`config.mk`:
```
export PLATFORM = sky130hd
export DESIGN_NAME = rf_wb_arbiter
export DESIGN_NICKNAME = d
export VERILOG_FILES = /design/src/rtl/rf_wb_arbiter_pkg.sv /design/src/rtl/rf_wb_fifo.sv /design/src/rtl/rf_wb_arbiter.sv
export SDC_FILE = /design/constraint.sdc
export NUM_CORES = 1
export LEC_CHECK = 0
export BUFFER_PORTS_ARGS = -buffer_cell sky130_fd_sc_hd__buf_2
export CAP_MARGIN = 10
export CORE_MARGIN = 2
export CORE_UTILIZATION = 47
export CTS_BUF_LIST = sky130_fd_sc_hd__clkbuf_16
export DETAILED_ROUTE_END_ITERATION = 16
export GPL_ROUTABILITY_DRIVEN = 0
export PLACE_DENSITY = 0.74
export SLEW_MARGIN = 20
export SYNTH_ARGS = -nofsm -noshare
export SYNTH_HDL_FRONTEND = slang
export SYNTH_SLANG_ARGS = --single-unit
```
`constraint.sdc`:
```
create_clock -name clk -period 2.3 [get_ports clk]
set_input_delay 0.115 -clock clk [delete_from_list [all_inputs] [get_ports clk]]
set_output_delay 0.115 -clock clk [all_outputs]
set_load 0.05 [all_outputs]
```
`src/rtl/rf_wb_arbiter_pkg.sv`:
```
// Shared types and widths for the register-file writeback arbiter.
// wb_req_t is the writeback request format used by the pipeline and this block.
package rf_wb_arbiter_pkg;

  localparam int REG_AW = 5;
  localparam int DATA_W = 32;
  localparam int NREGS  = 32;

  typedef struct packed {
    logic              we;
    logic [REG_AW-1:0] waddr;
    logic [DATA_W-1:0] wdata;
  } wb_req_t;

  function automatic logic [NREGS-1:0] reg_onehot(input logic [REG_AW-1:0] idx);
    logic [NREGS-1:0] vec;
    vec      = {NREGS{1'b0}};
    vec[idx] = 1'b1;
    return vec;
  endfunction

endpackage

```
`src/rtl/rf_wb_fifo.sv`:
```
// Small synchronous FIFO for long-latency writeback results.
// not_full is registered from the next-state count, so it never sees a same-cycle pop.
module rf_wb_fifo
  import rf_wb_arbiter_pkg::*;
#(
  parameter int DEPTH = 2
) (
  input  logic                    clk,
  input  logic                    reset,
  input  logic                    push,
  input  wb_req_t                 push_data,
  input  logic                    pop,
  output wb_req_t                 head,
  output logic [$clog2(DEPTH):0]  count,
  output logic                    not_full
);

  localparam int PW = $clog2(DEPTH);
  localparam int CW = PW + 1;

  wb_req_t        mem_q [DEPTH];
  wb_req_t        mem_d [DEPTH];
  logic [PW-1:0]  wr_ptr_q, wr_ptr_d;
  logic [PW-1:0]  rd_ptr_q, rd_ptr_d;
  logic [CW-1:0]  count_q, count_d;
  logic           not_full_q, not_full_d;

  // Next-state storage, pointers and occupancy.
  always_comb begin
    mem_d    = mem_q;
    wr_ptr_d = wr_ptr_q;
    rd_ptr_d = rd_ptr_q;
    count_d  = count_q;
    if (push) begin
      mem_d[wr_ptr_q] = push_data;
      wr_ptr_d        = wr_ptr_q + PW'(1);
    end else begin
      wr_ptr_d = wr_ptr_q;
    end
    if (pop) begin
      rd_ptr_d = rd_ptr_q + PW'(1);
    end else begin
      rd_ptr_d = rd_ptr_q;
    end
    case ({push, pop})
      2'b10:   count_d = count_q + CW'(1);
      2'b01:   count_d = count_q - CW'(1);
      default: count_d = count_q;
    endcase
    not_full_d = (count_d < CW'(DEPTH));
  end

  // FIFO state registers.
  always_ff @(posedge clk) begin
    if (reset) begin
      for (int i = 0; i < DEPTH; i++) begin
        mem_q[i] <= '0;
      end
      wr_ptr_q   <= '0;
      rd_ptr_q   <= '0;
      count_q    <= '0;
      not_full_q <= 1'b1;
    end else begin
      mem_q      <= mem_d;
      wr_ptr_q   <= wr_ptr_d;
      rd_ptr_q   <= rd_ptr_d;
      count_q    <= count_d;
      not_full_q <= not_full_d;
    end
  end

  assign head     = mem_q[rd_ptr_q];
  assign count    = count_q;
  assign not_full = not_full_q;

endmodule

```
`src/rtl/rf_wb_arbiter.sv`:
```
// Register-file write-port arbiter: pipeline WB has fixed priority, buffered
// long-latency results fill idle slots; also tracks busy registers and starvation.
module rf_wb_arbiter
  import rf_wb_arbiter_pkg::*;
#(
  parameter int DEPTH        = 2,
  parameter int STARVE_LIMIT = 4
) (
  input  logic              clk,
  input  logic              reset,
  input  logic              pipe_we,
  input  logic [REG_AW-1:0] pipe_waddr,
  input  logic [DATA_W-1:0] pipe_wdata,
  input  logic              mdu_valid,
  output logic              mdu_ready,
  input  logic [REG_AW-1:0] mdu_waddr,
  input  logic [DATA_W-1:0] mdu_wdata,
  input  logic              iss_valid,
  input  logic [REG_AW-1:0] iss_waddr,
  output logic [NREGS-1:0]  busy_vec,
  output logic              stall_req,
  output logic              rf_we,
  output logic [REG_AW-1:0] rf_waddr,
  output logic [DATA_W-1:0] rf_wdata
);

  localparam int CW = $clog2(DEPTH) + 1;
  localparam int SW = $clog2(STARVE_LIMIT + 1);
  localparam logic [SW-1:0] STARVE_MAX = SW'(STARVE_LIMIT);

  wb_req_t          push_req_s;
  wb_req_t          head_s;
  wb_req_t          wr_sel_s;
  logic [CW-1:0]    fifo_count_s;
  logic             fifo_not_full_s;
  logic             fifo_nonempty_s;
  logic             pipe_eff_s;
  logic             head_vld_s;
  logic             push_s;
  logic             pop_s;

  logic [NREGS-1:0] busy_q, busy_d;
  logic [SW-1:0]    starve_q, starve_d;
  logic             stall_q, stall_d;

  rf_wb_fifo #(
    .DEPTH (DEPTH)
  ) u_fifo (
    .clk       (clk),
    .reset     (reset),
    .push      (push_s),
    .push_data (push_req_s),
    .pop       (pop_s),
    .head      (head_s),
    .count     (fifo_count_s),
    .not_full  (fifo_not_full_s)
  );

  // Write-port select; r0 writes from either source are dropped without using the slot.
  always_comb begin
    wr_sel_s        = '0;
    pop_s           = 1'b0;
    pipe_eff_s      = pipe_we && (pipe_waddr != REG_AW'(0));
    fifo_nonempty_s = (fifo_count_s != CW'(0));
    head_vld_s      = !reset && fifo_nonempty_s && head_s.we;
    push_s          = mdu_valid && fifo_not_full_s && (mdu_waddr != REG_AW'(0));
    push_req_s      = '{we: 1'b1, waddr: mdu_waddr, wdata: mdu_wdata};
    if (pipe_eff_s) begin
      wr_sel_s = '{we: 1'b1, waddr: pipe_waddr, wdata: pipe_wdata};
      pop_s    = 1'b0;
    end else if (head_vld_s) begin
      wr_sel_s = head_s;
      pop_s    = 1'b1;
    end else begin
      wr_sel_s = '0;
      pop_s    = 1'b0;
    end
  end

  // Busy scoreboard and starvation counter next state; a same-index set beats the clear.
  always_comb begin
    busy_d = busy_q;
    if (pop_s) begin
      busy_d = busy_d & ~reg_onehot(head_s.waddr);
    end else begin
      busy_d = busy_q;
    end
    if (iss_valid && (iss_waddr != REG_AW'(0))) begin
      busy_d = busy_d | reg_onehot(iss_waddr);
    end else begin
      busy_d = busy_d;
    end
    busy_d[0] = 1'b0;

    starve_d = '0;
    if (fifo_nonempty_s && !pop_s) begin
      if (starve_q == STARVE_MAX) begin
        starve_d = starve_q;
      end else begin
        starve_d = starve_q + SW'(1);
      end
    end else begin
      starve_d = '0;
    end
    stall_d = (starve_d == STARVE_MAX);
  end

  // Scoreboard, starvation and stall registers.
  always_ff @(posedge clk) begin
    if (reset) begin
      busy_q   <= '0;
      starve_q <= '0;
      stall_q  <= 1'b0;
    end else begin
      busy_q   <= busy_d;
      starve_q <= starve_d;
      stall_q  <= stall_d;
    end
  end

  assign rf_we     = wr_sel_s.we;
  assign rf_waddr  = wr_sel_s.waddr;
  assign rf_wdata  = wr_sel_s.wdata;
  assign mdu_ready = fifo_not_full_s;
  assign busy_vec  = busy_q;
  assign stall_req = stall_q;

endmodule

```
==> After elaboration in Yosys (flattened, before gate mapping) <==
Index checks and enable logic that the tools add are counted.
{ "word_totals": {"regBits": 117, "out_inout_bits": 72} }
{ "classes": {"addsub": 5, "reduce_logical": 16, "muxes": 19, "order_cmp": 8, "n_bitwise": 5, "n_eq_ne": 4} }
{ "ops": {"columns": ["op", "count"], "rows": [
  ["$mux W38", 6],
  ["$bwmux W76", 1],
  ["$mux W32", 2],
  ["$demux W38 S1", 1],
  ["$and A32 B32 Y32", 1],
  ["$not A32 Y32", 1],
  ["$or A32 B32 Y32", 1],
  ["$reduce_bool A5 Y1", 3],
  ["$lt A5 B6 Y1 const B", 2],
  ["$demux W1 S5", 2],
  ["$ge A5 B1 Y1 const B", 2],
  ["$logic_and A1 B1 Y1", 10],
  ["$eq A3 B3 Y1 const B", 2],
  ["$mux W3", 2],
  ["$ge A2 B2 Y1 const B", 2],
  ["$mux W1", 4],
  ["$not A1 Y2", 2],
  ["$pmux W2 S2", 1],
  ["$add A3 B1 Y3 const B", 1],
  ["$add A1 B1 Y1 const B", 2],
  ["$add A2 B1 Y2 const B", 1],
  ["$eq A2 B1 Y1 const B", 1],
  ["$eq A2 B2 Y1 const B", 1],
  ["$logic_not A1 Y1", 2],
  ["4 further kinds", 4]
]} }

==> Longest topological paths before layout <==
Gate-level depths: netlist of run 1.
{ "logic_depth": {"word_depth": 13, "ltp_mapped": 10, "ltp_nobuf": 8} }

==> Cells and area by module <==
A second synthesis of run 1 with hierarchy kept.
{ "hier_totals": {"cells_unflattened": 752, "area_unflattened_um2": 6142.1} }
{ "by_module_without_submodules": {"columns": ["mod", "cells_each", "seq_area_each_um2", "area_per_inst_um2", "instances"], "rows": [
  ["rf_wb_fifo", 394, 1621.6, 3275.6, 1],
  ["rf_wb_arbiter", 358, 700.7, 2866.5, 1]
]} }

==> Least setup slack after synthesis of run 1 <==
No wires, ideal clock.
{ "synth_path": {"path_type": "reg-to-output", "startpoint": "reg u_fifo.rd_ptr_q", "endpoint": "out rf_wdata[0]", "path_slack_ns": -0.300, "stages_incl_launch_ff": 6, "n_path_buf": 3, "arrival_time_ns": 2.485, "cell_sequence": "dfxtp_1 > buf_2 > buf_2 > buf_1 > mux2i_1 > o31ai_1"} }
{ "synth_between": {"elab_chain_len": 7} }
{ "synth_lines": {"columns": ["element", "line_no", "text"], "rows": [
  ["from (decl)", "rf_wb_fifo.sv:24", "logic [PW-1:0] rd_ptr_q, rd_ptr_d;"],
  ["from (signal assigned)", "rf_wb_fifo.sv:66", "rd_ptr_q <= rd_ptr_d;"],
  ["$not A1 Y2 (implied by the code) (*)", "rf_wb_fifo.sv:72", "assign head = mem_q[rd_ptr_q];"],
  ["$mux W38 (implied by the code) (*) (3 in series)", "rf_wb_fifo.sv:72", null],
  ["$logic_and A1 B1 Y1", "rf_wb_arbiter.sv:65", "head_vld_s = !reset && fifo_nonempty_s && head_s.we;"],
  ["$mux W38 (*)", "rf_wb_arbiter.sv:71", "end else if (head_vld_s) begin"],
  ["$mux W38 (*)", "rf_wb_arbiter.sv:68", "if (pipe_eff_s) begin"],
  ["to (decl)", "rf_wb_arbiter.sv:24", "output logic [DATA_W-1:0] rf_wdata"]
]} }
Mark *: on every way between the ends. The rest lies on a longest branch, timed or not. The select of a mux whose other input is x is not followed.

==> Final worst setup path of run 1 <==
{ "layout_path": {"startpoint": "reg u_fifo.rd_ptr_q", "endpoint": "out rf_wdata[18]"} }
Same word-level chain as after synthesis.

==> metrics.txt, run 1 <==
status=complete, no violations; type of the most critical hold path=in2reg; DRT iter0 DRCs=400; drt total wl=14,850 um; WL per Instance=15.17 um; period utilization=92.18%; layout cells sized above 1=28.11%; xor/xnor cell area share of the yosys netlist=0.6495%; Synth-to-Final Area Change=36.12%; CORE AREA=11,320 um2; most frequent cells in the layout=153 x buf_2, 150 x nand2_1, 115 x dfxtp_1; CP Max Fanout=32; die height=111.1 um; Multi-input gate area=2965 um2; Initial Utilization=47.65%; vias after detailed routing=5,341; most common cell after layout, fill and taps aside=buf_2; CTS Buffer Depth=2; post-route ant nets=0; Crit Path Category=reg2out; Synth Area in Simple Gates=18.65%; layout filler cell count=942; diode count=0; crit path capture type=output port; CTS Buf Count=17; slowest CP cell=buf_4; worst clock skew=9.753 ps; Port Buf Inserts=154; clock slew at reported path FFs=50 ps; Mapped Nets=729; critical path endpoint=rf_wdata[18]; FF-to-FF End=u_fifo.mem_q[7]$_SDFFE_PP0P_; register area share after synthesis=43.05%; Final Cell Area=7342 um2; Fin Hold WS=167.9 ps; critical path depth in cells=4; pwr dens=748.4 nW/um2; CP Cell Sequence=buf_4 -> mux2i_1 -> o31ai_1 -> buf_2; io pins=156; Rel. slew slack=35.14%; GR peak layer=met2; M3 GR Usage=5.796%; MaxCap Viol Count=0; Detailed Place HPWL=9816 um; maximum vdd ir drop=0.5147 mV; TritonCTS clock tree=built; Reg area=2323 um2; Largest stage delay, worst path=480 ps; clock tree sinks=116; Synth cell types=38; post-synthesis adder-cell area fraction=0.6959%; antenna violations before repair=0; r2r setup slk=370 ps; WHS Path Cells=4; critical path arrival=2010 ps; critical path launch point=u_fifo.rd_ptr_q$_SDFFE_PP0N_; CP startpoint kind=register; dpl cell area=6455 um2; Final min period=2120 ps; post-synthesis compound-gate area fraction=17.93%; final hold violations=0; Die ar.=12,350 um2; Synth Instances=642; largest net degree at the start of global routing=113; Root Buffer Master=clkbuf_16; Post-CTS Setup Inserts=0; GR Layer Usage met1=28.31%; leakage power=2.983 nW; RSZ-0062 raised after global routing=no; Worst Tran Pin Value=969.8 ps; worst path required time=2180 ps; fin. max-slew vios=0; mux contribution to synthesized area=14.57%; setup_tns=0 ps; CP Buf/Inv Count=2; largest family of logic cells by synthesized area=simple AND/OR/NAND/NOR gates; flops & latches, synth=116; worst reg-to-reg path cell count=5; Tot GR Track Use=23.90%; synth warn=0; NumNets Final=911; first-pass GRT wire length=24,180 um; vias per cell=5.456; num rows=39; H-tree depth=4; delay-heaviest family, CP=buffers and inverters; drc violations=0; Post-Syn Area=5394 um2; met2 GRT Util=42.00%; Avg Cell Area, Syn=8.402 um2; GRT overflow=0; number of global-route vias before repair=5,171; worst r2r src=u_fifo.wr_ptr_q$_SDFFE_PP0P_; power after layout=5.495 mW; chip width=111.1 um; clock latency on the worst-skew pair=410 ps; hold path startpoint=iss_waddr[2]; first drt pass iteration count=5; post-layout util=64.85%; Final Setup Violations=0; fmax=471.7 MHz
-- stage by stage --
step	worst slack (ps)	instances
3_5_place_dp	177.7	910
2_1_floorplan	-272.1	642
4_1_cts	39.82	978
6_report	179.9	979
5_1_grt	32.61	979
3_3_place_gp	192.0	910
-- state kept, by name (all words and copies together) (netlist names), named ones only --
signal,flops
u_fifo.not_full,1
busy_vec,31
u_fifo.rd_ptr_q,1
u_fifo.count,1
stall_req,1
u_fifo.wr_ptr_q,1
starve_q,3
u_fifo.mem_q,76
-- worst min-delay path, stage by stage --
cell and delay, ps:
buf_2 120, nor3_1 120, nand2_1 90, a311oi_1 80
-- power breakdown --
part	internal, mW	switching [mW]
clock	1.32	0.842
sequential	2.15	0.0777
combinational	0.420	0.690
-- logic make-up (layout without fill, tap and decap cells) --
family | Yosys count | in the layout
xor+xnor | 4 | 4
flops | 116 | 116
simple gates | 239 | 239
other cells | 1 | 1
fa+ha+maj | 3 | 3
compound gates | 146 | 146
mux | 78 | 78
buf+inv | 55 | 249
-- how the worst min path moves through the flow --
stage,to,slack [ps]
4_1_cts,busy_vec[2]$_SDFF_PP0_,150
6_report,busy_vec[2]$_SDFF_PP0_,170
5_1_grt,busy_vec[1]$_SDFF_PP0_,210
3_3_place_gp,u_fifo.mem_q[43]$_SDFFE_PP0P_,360
3_5_place_dp,u_fifo.mem_q[12]$_SDFFE_PP0P_,370
2_1_floorplan,u_fifo.mem_q[0]$_SDFFE_PP0P_,250
-- timing repair --
item,in CTS,in global routing
hold buffers,37,0
endpoints found under the setup margin,0,30
endpoints found under the hold margin,71,0
gates resized for setup,0,1
-- synth_stat cells (all sizes together) --
master | number | share of area (%)
xnor2 | 3 | 0.49
nor4b | 2 | 0.88
xor2 | 1 | 0.16
a21oi | 70 | 6.5
mux2i | 74 | 14
a311oi | 31 | 5.0
nor4 | 2 | 0.51
buf | 19 | 1.9
o21ba | 1 | 0.19
inv | 5 | 0.35
ha | 3 | 0.70
dfxtp | 116 | 43
mux2 | 4 | 0.84
clkbuf | 31 | 2.2
nor3 | 5 | 0.56
o31ai | 36 | 5.0
nor3b | 1 | 0.14
nand2b | 6 | 0.70
nand2 | 151 | 11
o21ai | 2 | 0.19
conb | 1 | 0.070
a211oi | 2 | 0.28
nor2 | 66 | 4.6
nor2b | 2 | 0.23
or2 | 1 | 0.12
a21o | 1 | 0.14
o21a | 1 | 0.28
or3 | 1 | 0.12
and2 | 1 | 0.12
a22o | 1 | 0.16
a211o | 1 | 0.16
or4 | 1 | 0.14
-- layout make-up --
| cell class | count | area share (%) |
|---|---|---|
| clock buffers | 17 | 5.794 |
| clock inverters | 14 | 0.8180 |
| inverters | 5 | 0.2556 |
| multi-input cells | 471 | 40.39 |
| flip-flops and latches | 116 | 31.65 |
| well taps | 143 | 2.437 |
| repair buffers | 213 | 18.66 |
-- layer usage --
metal	share of wire, %	up-vias
met2	51	183
met3	5.6	21
li1	-	2610
met4	1.6	0
met1	42	2527
met5	0	-
No activity file was read; power rests on OpenSTA's default activity.
==> run 2: changes to the inputs <==
Settings changed: CORE_UTILIZATION 47 to 52, PLACE_DENSITY 0.74 to 0.78.
Clock period 2.3 ns to 2 ns, I/O delays scaled along.
==> run 2 against run 1 <==
Sequential power is 15% higher. Largest cell class unchanged. First-iteration DRC count decreased by 24%. Combinational power rose by 31%. Non-clock buffer count increased by 13. Global-route usage is 5.1 points higher. Core utilization rose by 13 points.
==> metrics.txt, run 2 (same netlist as run 1, synthesis figures left out) <==
drt total wl=16,280 um; Final Setup Violations=0; most common cell after layout, fill and taps aside=nand2_1; diode count=0; clock latency on the worst-skew pair=420 ps; WL per Instance=16.51 um; critical path arrival=1880 ps; Detailed Place HPWL=9889 um; DRT iter0 DRCs=305; clock tree sinks=116; Post-CTS Setup Inserts=0; crit path capture type=output port; worst clock skew=6.429 ps; Port Buf Inserts=154; leakage power=3.126 nW; die height=105.8 um; vias after detailed routing=5,606; post-route worst setup slack=22.36 ps; RSZ-0062 raised after global routing=yes; largest register by flop count=u_fifo.mem_q; status=complete, no violations; H-tree depth=4; first drt pass iteration count=4; largest net degree at the start of global routing=113; pwr dens=854.5 nW/um2; chip width=105.8 um; Worst Tran Pin Value=628.7 ps; number of global-route vias before repair=5,496; Tot GR Track Use=29.05%; GRT overflow=0; pre-CTS WS=-48.72 ps; Die ar.=11,200 um2; maximum vdd ir drop=0.5656 mV; layout filler cell count=643; fin. max-slew vios=0; type of the most critical hold path=in2reg; CORE AREA=10,180 um2; antenna violations before repair=0; io pins=156; Initial Utilization=52.96%; Synth-to-Final Area Change=46.21%; clock slew at reported path FFs=50 ps; drc violations=0; num rows=37; TritonCTS clock tree=built; CTS Buf Count=17; final hold violations=0; CTS Buffer Depth=2; period utilization=98.88%; first-pass GRT wire length=25,970 um; CP startpoint kind=register; Crit Path Category=reg2out; post-route ant nets=0; Final min period=1978 ps; Fin Hold WS=156.6 ps; max reg flops=76; fmax=505.7 MHz; Rel. slew slack=57.70%; NumNets Final=924; layout cells sized above 1=32.00%; vias per cell=5.686; MaxCap Viol Count=0; CP Max Fanout=33; Root Buffer Master=clkbuf_16; worst path required time=1900 ps; most frequent cells in the layout=150 x nand2_1, 120 x buf_2, 115 x dfxtp_1
## run 2: cell types whose count changed in the layout (fill, tap and decap cells not counted), moves of 15 or more
cell	before	now
buf_2	153	120
buf_4	18	45
clkbuf_4	0	15
o31ai_1	15	0
o31ai_4	0	20
## run 2: timing repair
item                                    CTS  global route
endpoints found under the hold margin    72             0
cloned                                    1             0
hold buffers                             37             0
resized for setup                        14            41
pin swaps                                 0             0
endpoints found under the setup margin   37            28
## run 2: metrics by stage
stage	cells	TNS [ps]	total power, mW	util [%]	cell area, um2
finish	986	0	6.739	77.43	7886
global route	986	-105.3	6.973	77.43	7886
CTS	984	0	6.681	76.27	7767
detailed placement	914	-313.5	3.911	66.77	6800
global placement	914	-16.16	3.862	66.77	6800
floorplan	642	-2633	3.543	-	5777
## run 2: layer usage
layer | global-route usage (%) | wire, um | up-vias
li1 | - | - | 2644
met1 | 34.11 | 6558 | 2644
met2 | 50.60 | 8154 | 266
met3 | 6.865 | 1064 | 52
met4 | 12.31 | 503 | 0
met5 | 0 | 0 | -
## run 2: worst paths after layout
kind | startpoint | endpoint | slack [ps] | cells past startpoint
worst max register to register | u_fifo.rd_ptr_q$_SDFFE_PP0N_ | u_fifo.not_full$_SDFF_PP1_ | 110 | 8
worst max-delay path | u_fifo.rd_ptr_q$_SDFFE_PP0N_ | rf_wdata[7] | 20 | 4
worst min-delay path | iss_waddr[2] | busy_vec[1]$_SDFF_PP0_ | 160 | 4
worst min register to register | u_fifo.mem_q[30]$_SDFFE_PP0P_ | u_fifo.mem_q[30]$_SDFFE_PP0P_ | 450 | 2
## run 2: cell type report
type                    count  area (um2)  area share, %
multi-input cells         471        3243          41.12
flip-flops and latches    116        2326          29.49
repair buffers            226        1602          20.31
clock buffers              17       425.4          5.394
well taps                 136       170.2          2.158
clock inverters            15       101.3          1.285
inverters                   5       18.77         0.2380
## run 2: critical path, cell delays in order (launching register included)
cell	delay (ps)
dfxtp_4	410
buf_8	340
mux2i_1	180
o31ai_4	220
buf_2	290
## run 2: report_power, final
part	internal, mW	total (mW)	switching, mW
logic	0.561	1.45	0.885
clock network	1.66	2.72	1.06
registers	2.47	2.57	0.102
total	4.69	6.74	2.05
==> run 3: changes to the inputs <==
Settings changed: SETUP_SLACK_MARGIN set to 0.2.
==> run 3 against run 2 <==
The run now ends with negative hold slack left. Routed wire length up 15%. Critical path depth is 1 higher. Die area is the same. Largest cell class unchanged. Via count grew 3.8%. Worst setup slack gained 49 ps.
==> metrics.txt, run 3 (same netlist as run 1, synthesis figures left out) <==
status=finished with violations; failing checks=negative hold slack; critical path arrival=1830 ps; post-route worst setup slack=71.17 ps; worst clock skew=10.18 ps; CP Max Fanout=14; placed insts=915; io pins=156; Synth-to-Final Area Change=60.19%; max reg flops=76; Rel. slew slack=42.49%; final hold violations=2; type of the most critical hold path=in2reg; clock latency on the worst-skew pair=410 ps; pre-CTS WS=-135.0 ps; critical path launch point=u_fifo.rd_ptr_q$_SDFFE_PP0N_; Detailed Place HPWL=10,090 um; WL per Instance=18.78 um; GR peak layer=met2; maximum vdd ir drop=0.6123 mV; largest register by flop count=u_fifo.mem_q; worst path required time=1900 ps; period utilization=96.44%; pwr dens=863.5 nW/um2; drc violations=0; Fin Hold WS=-50.29 ps; diode count=0; CTS Buf Count=17; Final min period=1929 ps; MaxCap Viol Count=0; Worst Tran Pin Value=862.6 ps; CORE AREA=10,180 um2; Tot GR Track Use=31.07%; NumNets Final=936; Final Cell Area=8641 um2; antenna violations before repair=0; chip width=105.8 um; vias per cell=5.832; num rows=37; Port Buf Inserts=154; DRT iter0 DRCs=435; post-route ant nets=0; most common cell after layout, fill and taps aside=nand2_1; power after layout=7.462 mW; first drt pass iteration count=5; Die ar.=11,200 um2; CP startpoint kind=register; crit path capture type=output port; Initial Utilization=52.96%; leakage power=3.362 nW; Root Buffer Master=clkbuf_16; drt total wl=18,740 um; vias after detailed routing=5,820; setup_tns=0 ps; worst r2r src=u_fifo.rd_ptr_q$_SDFFE_PP0N_; TritonCTS clock tree=built; first-pass GRT wire length=27,870 um; RSZ-0062 raised after global routing=yes; H-tree depth=4; clock slew at reported path FFs=60 ps; Crit Path Category=reg2out; GR Layer Usage met1=36.14%; largest net degree at the start of global routing=113; dpl cell area=7009 um2; clock tree sinks=116; met2 GRT Util=56.41%; number of global-route vias before repair=5,796; Post-Layout Cell Count=998; fin. max-slew vios=0; hold path startpoint=mdu_wdata[28]; post-layout util=84.84%; GRT overflow=0; most frequent cells in the layout=150 x nand2_1, 114 x buf_2, 112 x dfxtp_1; Final Setup Violations=0; die height=105.8 um; fmax=518.4 MHz; layout cells sized above 1=35.61%; M3 GR Usage=5.380%; CTS Buffer Depth=2
-- run 3: changes by cell type in the layout (fill, tap and decap cells not counted), sizes merged --
cell         change
clkbuf          -13
buf             +27
clkinv           -3
nand2            +1
dlygate4sd3      -3
bufinv           +3
-- run 3: final timing paths --
kind                                                       to  slack, ps  depth (start not counted)
worst min register to register  u_fifo.mem_q[25]$_SDFFE_PP0P_        460                          2
worst max-delay path                              rf_wdata[9]         70                          5
worst max register to register     u_fifo.not_full$_SDFF_PP1_        130                          8
worst min-delay path            u_fifo.mem_q[28]$_SDFFE_PP0P_        -50                          3
-- run 3: routing by layer --
metal	up-vias	wire (um)	part of all wire, %
li1	2668	-	-
met1	2807	7084	38
met2	290	9749	52
met3	55	1273	6.8
met4	0	633	3.4
met5	-	0	0
-- run 3: timing repair --
item / in CTS / in global routing
hold buffers: 34 / 0
buffers inserted: 8 / 4
endpoints found under the hold margin: 68 / 0
pin swaps: 4 / 23
resized for setup: 73 / 50
endpoints found under the setup margin: 79 / 42
gates cloned: 3 / 2
-- run 3: report_power, final --
group | switching (mW) | internal (mW) | total [mW]
logic | 1.00 | 0.705 | 1.70
registers | 0.116 | 2.47 | 2.59
clock network | 1.10 | 2.07 | 3.17
total | 2.21 | 5.25 | 7.46
-- run 3: final cells by class --
| type | instances | area (um2) |
|---|---|---|
| Multi-Input combinational cell | 472 | 3511 |
| Sequential cell | 116 | 2332 |
| Timing Repair Buffer | 237 | 1993 |
| Fill cell | 529 | 1544 |
| Clock buffer | 17 | 425.4 |
| Clock inverter | 15 | 190.2 |
| Tap cell | 136 | 170.2 |
| Inverter | 5 | 18.77 |
-- run 3: critical path, cell delays in order (launching register included) --
cell       delay, ps
dfxtp_4          360
buf_8            170
clkbuf_16        200
mux2i_4          200
o31ai_4          300
buf_6            200
